==> config.mk <==
export PLATFORM = sky130hd
export DESIGN_NAME = ifetch
export DESIGN_NICKNAME = d
export VERILOG_FILES = /design/src/rtl/riscv_pkg.sv /design/src/rtl/fetch_fifo.sv /design/src/rtl/ifetch.sv
export SDC_FILE = /design/constraint.sdc
export NUM_CORES = 1
export LEC_CHECK = 0
export ABC_AREA = 1
export BUFFER_PORTS_ARGS = -buffer_cell sky130_fd_sc_hd__buf_2
export CORE_MARGIN = 5
export CORE_UTILIZATION = 45
export CTS_CLUSTER_SIZE = 20
export DETAILED_ROUTE_END_ITERATION = 6
export GPL_TIMING_DRIVEN = 1
export PLACE_DENSITY_LB_ADDON = 0.1
export RECOVER_POWER = 25
export SETUP_SLACK_MARGIN = 0.3
export SYNTH_ARGS = -nofsm -noshare
export SYNTH_HDL_FRONTEND = slang
export SYNTH_HIERARCHICAL = 1
export SYNTH_SLANG_ARGS = --single-unit
==> constraint.sdc <==
create_clock -name clk -period 10.2 [get_ports clk]
set_clock_uncertainty 0.05 [all_clocks]
set_input_delay 0.51 -clock clk [delete_from_list [all_inputs] [get_ports clk]]
set_output_delay 0.51 -clock clk [all_outputs]
set_load 0.02 [all_outputs]
==> src/rtl/riscv_pkg.sv <==
// Shared core definitions: data width, NOP encoding, reset PC and the
// {pc, instr} entry carried from fetch to decode.
package riscv_pkg;

    localparam int              XLEN         = 32;
    localparam logic [XLEN-1:0] NOP_INSTR    = 32'h0000_0013;
    localparam logic [XLEN-1:0] RESET_PC_DEF = 32'h0000_0000;

    typedef struct packed {
        logic [XLEN-1:0] pc;
        logic [XLEN-1:0] instr;
    } fetch_entry_t;

    // Word-align an address by clearing the two low bits.
    function automatic logic [XLEN-1:0] align_pc(input logic [XLEN-1:0] a);
        return a & ~XLEN'(3);
    endfunction

endpackage

==> src/rtl/fetch_fifo.sv <==
// Synchronous FIFO of fetched {pc, instr} entries with flush.
// Flush and reset both empty it; a push in a flush cycle is dropped.
module fetch_fifo
    import riscv_pkg::*;
#(
    parameter int DEPTH = 2,
    localparam int OCC_W = $clog2(DEPTH + 1)
) (
    input  logic             clk,
    input  logic             rst,
    input  logic             flush,
    input  logic             push,
    input  fetch_entry_t     push_data,
    input  logic             pop,
    output logic [OCC_W-1:0] occ,
    output fetch_entry_t     head
);

    localparam int PTR_W = $clog2(DEPTH);

    fetch_entry_t     mem [DEPTH];
    logic [PTR_W-1:0] wr_q, rd_q;
    logic [OCC_W-1:0] occ_q;

    function automatic logic [PTR_W-1:0] next_ptr(input logic [PTR_W-1:0] p);
        return (p == PTR_W'(DEPTH - 1)) ? '0 : p + PTR_W'(1);
    endfunction

    // Pointer and occupancy tracking; flush wins over push/pop.
    always_ff @(posedge clk) begin
        if (rst || flush) begin
            wr_q  <= '0;
            rd_q  <= '0;
            occ_q <= '0;
        end else begin
            if (push) wr_q <= next_ptr(wr_q);
            if (pop)  rd_q <= next_ptr(rd_q);
            case ({push, pop})
                2'b10:   occ_q <= occ_q + OCC_W'(1);
                2'b01:   occ_q <= occ_q - OCC_W'(1);
                default: occ_q <= occ_q;
            endcase
        end
    end

    // Storage write; a stale write under flush is harmless since occ is cleared.
    always_ff @(posedge clk) begin
        if (push) mem[wr_q] <= push_data;
    end

    assign occ  = occ_q;
    assign head = mem[rd_q];

endmodule

==> src/rtl/ifetch.sv <==
// Instruction fetch: owns the PC, issues word addresses to a one-cycle
// synchronous instruction memory, tags returning words with their PC and
// buffers them for decode. A redirect flushes everything and restarts.
module ifetch
    import riscv_pkg::*;
#(
    parameter logic [31:0] RESET_PC = RESET_PC_DEF,
    parameter int          DEPTH    = 2
) (
    input  logic        clk,
    input  logic        rst,
    output logic [31:0] imem_pc_o,
    input  logic [31:0] imem_instr_i,
    output logic        instr_valid_o,
    input  logic        instr_ready_i,
    output logic [31:0] instr_o,
    output logic [31:0] instr_pc_o,
    input  logic        redirect_valid_i,
    input  logic [31:0] redirect_pc_i
);

    localparam int OCC_W = $clog2(DEPTH + 1);

    logic [31:0]      pc_q, inflight_pc_q, last_pc_q;
    logic             inflight_q;
    logic [OCC_W-1:0] occ;
    fetch_entry_t     head, push_data;
    logic             redir, empty, pop, push, issue;
    logic [OCC_W:0]   demand;

    // Redirect is ignored while in reset so the reset PC is what gets presented.
    assign redir     = redirect_valid_i & ~rst;
    assign imem_pc_o = redir ? align_pc(redirect_pc_i) : pc_q;

    assign empty         = (occ == '0);
    assign instr_valid_o = ~empty & ~redir;
    assign pop           = instr_valid_o & instr_ready_i;

    // Slots already claimed after this cycle's pop; issue only if one stays free.
    assign demand = {1'b0, occ} + (OCC_W+1)'(inflight_q) - (OCC_W+1)'(pop);
    assign issue  = redir | (demand < (OCC_W+1)'(DEPTH));

    // The returning word belongs to the old path when a redirect is active.
    assign push      = inflight_q & ~redir;
    assign push_data = '{pc: inflight_pc_q, instr: imem_instr_i};

    // PC, in-flight tracking and the PC shown while the buffer is empty.
    always_ff @(posedge clk) begin
        if (rst) begin
            pc_q          <= RESET_PC;
            inflight_q    <= 1'b0;
            inflight_pc_q <= RESET_PC;
            last_pc_q     <= '0;
        end else begin
            inflight_q <= issue;
            if (issue) begin
                inflight_pc_q <= imem_pc_o;
                pc_q          <= imem_pc_o + 32'd4;
            end
            if (!empty) last_pc_q <= head.pc;
        end
    end

    fetch_fifo #(.DEPTH(DEPTH)) u_fifo (
        .clk       (clk),
        .rst       (rst),
        .flush     (redir),
        .push      (push),
        .push_data (push_data),
        .pop       (pop),
        .occ       (occ),
        .head      (head)
    );

    assign instr_o    = empty ? NOP_INSTR : head.instr;
    assign instr_pc_o = empty ? last_pc_q : head.pc;

endmodule

==> impl_results.md <==
* YS warnings at 6
* Data arrival, critical path at 4500 ps
* Synth-to-layout area growth at 16.53%
* Cell accounting for the most synthesized area: edfxtp_1
* Worst r2r path cells at 13
* Worst-path maximum fanout at 67
* Area contributors post-synth: edfxtp_1 (37%), dfxtp_1 (19%), mux2_4 (8.7%)
* Switch share at 0.3109
* Vias in the first global route at 7,163
* Worst setup SP type: register
* Initial drt markers at 431
* Routability cong. at 0.9095
* # IOs at 165
* Setup TNS at 0 ps
* Layout cells sized above 1 at 0.2613
* Core area at 22,640 um^2
* Clock Tree Buf Depth at 3
* Seq pwr share at 0.432
* Combinational share of power at 0.251
* Cells after Synth at 1,067
* Crit path largest cell delay at 600 ps
* Sw power at 0.0008474 W
* Hold depth at 1
* Int Power at 0.001878 W
* Max Cap Viol at 0
* Fill cells at 2,110
* Number of synthesized flops with an enable pin at 128
* Min-delay src: imem_instr_i[17]
* # nets final at 1,290
* Worst hold path endpoint: u_fifo/mem[1][17]$_DFFE_PP_
* Vias per cell at 4.824
* Cell Chain, Critical Path: nor2_4 > buf_4 > nor3b_1 > ha_1 > nor2_1 > fa_1 > a21oi_1 > nand2_1 > nand2_1 > inv_2 > buf_4 > nor2_1 > a32o_1
* Synthesized area per cell at 9.674 um^2
* I/O Buffers at 162
* Synthesized Nets at 1,139
* RR Endpoint: pc_q[4]$_SDFFE_PP0P_
* Clock share of power at 0.318
* Hpwl dp at 14,730 um
* Initial antenna violation count at 0
* Register area share after synthesis at 0.5663
* Largest net degree at the start of global routing at 68
* Slowest cell on the critical path: nor3b_1
* Synth Register Bits at 228
* Post-CTS Repair Setup Buffers at 0
* GR Util met1 at 0.2547
* Die height at 161.5 um
* Headroom to the max-slew limit at 0.3963
* Later-pin clock latency in the skew report at 500 ps
* Root Buffer: clkbuf_16
* Crit. End Element: register
* Outcome: complete, no violations
* Residual DRC count at 0
* Die W at 161.5 um
* Antenna viol nets, final at 0
* CTS sink count at 228
* CTS tree: done
* Final Hold Viols at 0
* Starting Density at 0.4559
* Post-synth top area share at 0.3724
* Synth cell types at 39
* WP data required at 10,600 ps
* Final min period at 4101 ps
* Max Transition Viols Final at 0
* Deepest level of the CTS H-tree at 1
* Fmax at 243.8 MHz
* WL/cell at 15.05 um
* Cell area after synthesis at 10,320 um^2
* Asr flop ratio synth at 0
* Ys flop type: edfxtp_1
* PwrDens at 226.6 nW/um^2
* Max VDD drop at 0.1202 mV
* First-pass GRT wire length at 37,610 um
* Final Cycle Share at 0.4021
* Setup-failing EPs final at 0
* Most crowded layer after global routing: met2
* Util after Layout at 0.5313
* Tightest Pin Transition at 905.6 ps
* RSZ-0062 raised after global routing: no
* Site Rows at 55
* Worst min path class: primary input to register
* CP Class: register to register
* CTS clk-pin slew, worst paths at 60 ps
* Pre-antenna DRT Iters at 4
* Hold WS at 143.2 ps
* DR vias at 7,337
* RR Startpoint: u_fifo/occ[1]$_SDFFE_PP0P_
* Drt total wl at 22,890 um
* Antenna Cells at 0
* Hold-fix buffers, CTS at 0
* Die area at 26,070 um^2
* Reg2Reg Setup Slack at 6100 ps
* CTS buffer count at 25
* M3 GR Usage at 0.02603
* Global Route Usage Sum at 0.1754
* Post_cts resized at 0
* Met2 usage at 0.2753
* Leakage at 5.493 nW
* Grt ovf at 0
==> cell families after synthesis <==
| family | share of synthesized area |
|---|---|
| fa+ha+maj | 0.005576 |
| flops | 0.5663 |
| mux | 0.09164 |
| xor+xnor | 0.0008486 |
| simple gates | 0.2114 |
| buf+inv | 0.07758 |
| compound gates | 0.04667 |
==> power by group through the flow <==
stage | registers [W] | clock network, W | logic, W
after floorplan | 0.00118 | 0 | 0.000508
after global placement | 0.00119 | 0 | 0.000688
after detailed placement | 0.00120 | 0 | 0.000692
after CTS | 0.00118 | 0.000894 | 0.000696
after global routing | 0.00119 | 0.000932 | 0.000767
final | 0.00118 | 0.000866 | 0.000683
==> layout make-up <==
type	count	area (um^2)	area share
tap	285	356.6	0.02964
sequential	228	5849	0.4863
clock buffer	34	710.7	0.05908
inverter	126	473.0	0.03932
clock inverter	11	91.34	0.007593
timing repair buffer	171	857.1	0.07125
multi-input combinational	666	3691	0.3068
==> layout by cell type, fill, tap and decap left out, drive strengths merged, types with 8 or more instances in the layout <==
master | netlist | layout
nor3 | 8 | 8
nor2 | 184 | 184
a21oi | 16 | 16
buf | 23 | 155
o21ai | 60 | 60
nand2 | 210 | 210
clkinv | 0 | 9
edfxtp | 128 | 128
dfxtp | 100 | 100
mux2 | 64 | 64
inv | 126 | 126
or2 | 37 | 37
clkbuf | 24 | 50
nand3 | 62 | 62
==> how the worst max path moves through the flow <==
stage          slack, ps                         end  cells past startpoint                  startpoint
2_1_floorplan       5850  u_fifo/mem[0][0]$_DFFE_PP_                      7            redirect_valid_i
3_3_place_gp        5980       pc_q[24]$_SDFFE_PP0P_                     15            redirect_valid_i
3_5_place_dp        5910       pc_q[23]$_SDFFE_PP0P_                     15            redirect_valid_i
4_1_cts             5980        pc_q[4]$_SDFFE_PP0P_                     13  u_fifo/occ[1]$_SDFFE_PP0P_
5_1_grt             5750       pc_q[20]$_SDFFE_PP0P_                     14  u_fifo/occ[1]$_SDFFE_PP0P_
6_report            6100        pc_q[4]$_SDFFE_PP0P_                     13  u_fifo/occ[1]$_SDFFE_PP0P_
==> metal layers <==
metal / vias to the layer above / wire (um)
met3: 41 / 1305
met2: 225 / 10170
met5: - / 0
li1: 3771 / -
met1: 3300 / 10890
met4: 0 / 522
==> registers in the layout, indices dropped and copies added (netlist names), named ones only <==
signal         cells
last_pc_q         32
inflight_pc_q     30
pc_q              32
u_fifo/rd_q        1
u_fifo/mem       128
u_fifo/occ         2
inflight_q         1
u_fifo/wr_q        1
==> synthesized netlist by cell type, drive strengths merged, types with 2 or more instances <==
cell	count
nand2	210
nor2	184
edfxtp	128
inv	126
dfxtp	100
mux2	64
nand3	62
o21ai	60
or2	37
clkbuf	24
buf	23
a21oi	16
nor3	8
a211oi	4
a31oi	4
nand4	4
ha	3
a21boi	2
==> through the flow <==
step           cell area (um^2)  worst slack, ps  total power [W]  cells
2_1_floorplan             10320             5846         0.001683   1067
4_1_cts                   12050             5977         0.002768   1521
3_5_place_dp              11250             5915         0.001889   1476
5_1_grt                   12030             5754         0.002890   1521
6_report                  12030             6099         0.002726   1521
3_3_place_gp              11250             5980         0.001879   1476
==> worst max-delay path, delay by kind of cell, from the launching register on <==
family / cells / cell delay, ps
fa+ha+maj: 2 / 770
buf+inv: 3 / 710
flops: 1 / 440
compound gates: 2 / 410
simple gates: 6 / 1630
Note: power is estimated with default switching activity, not from simulation.
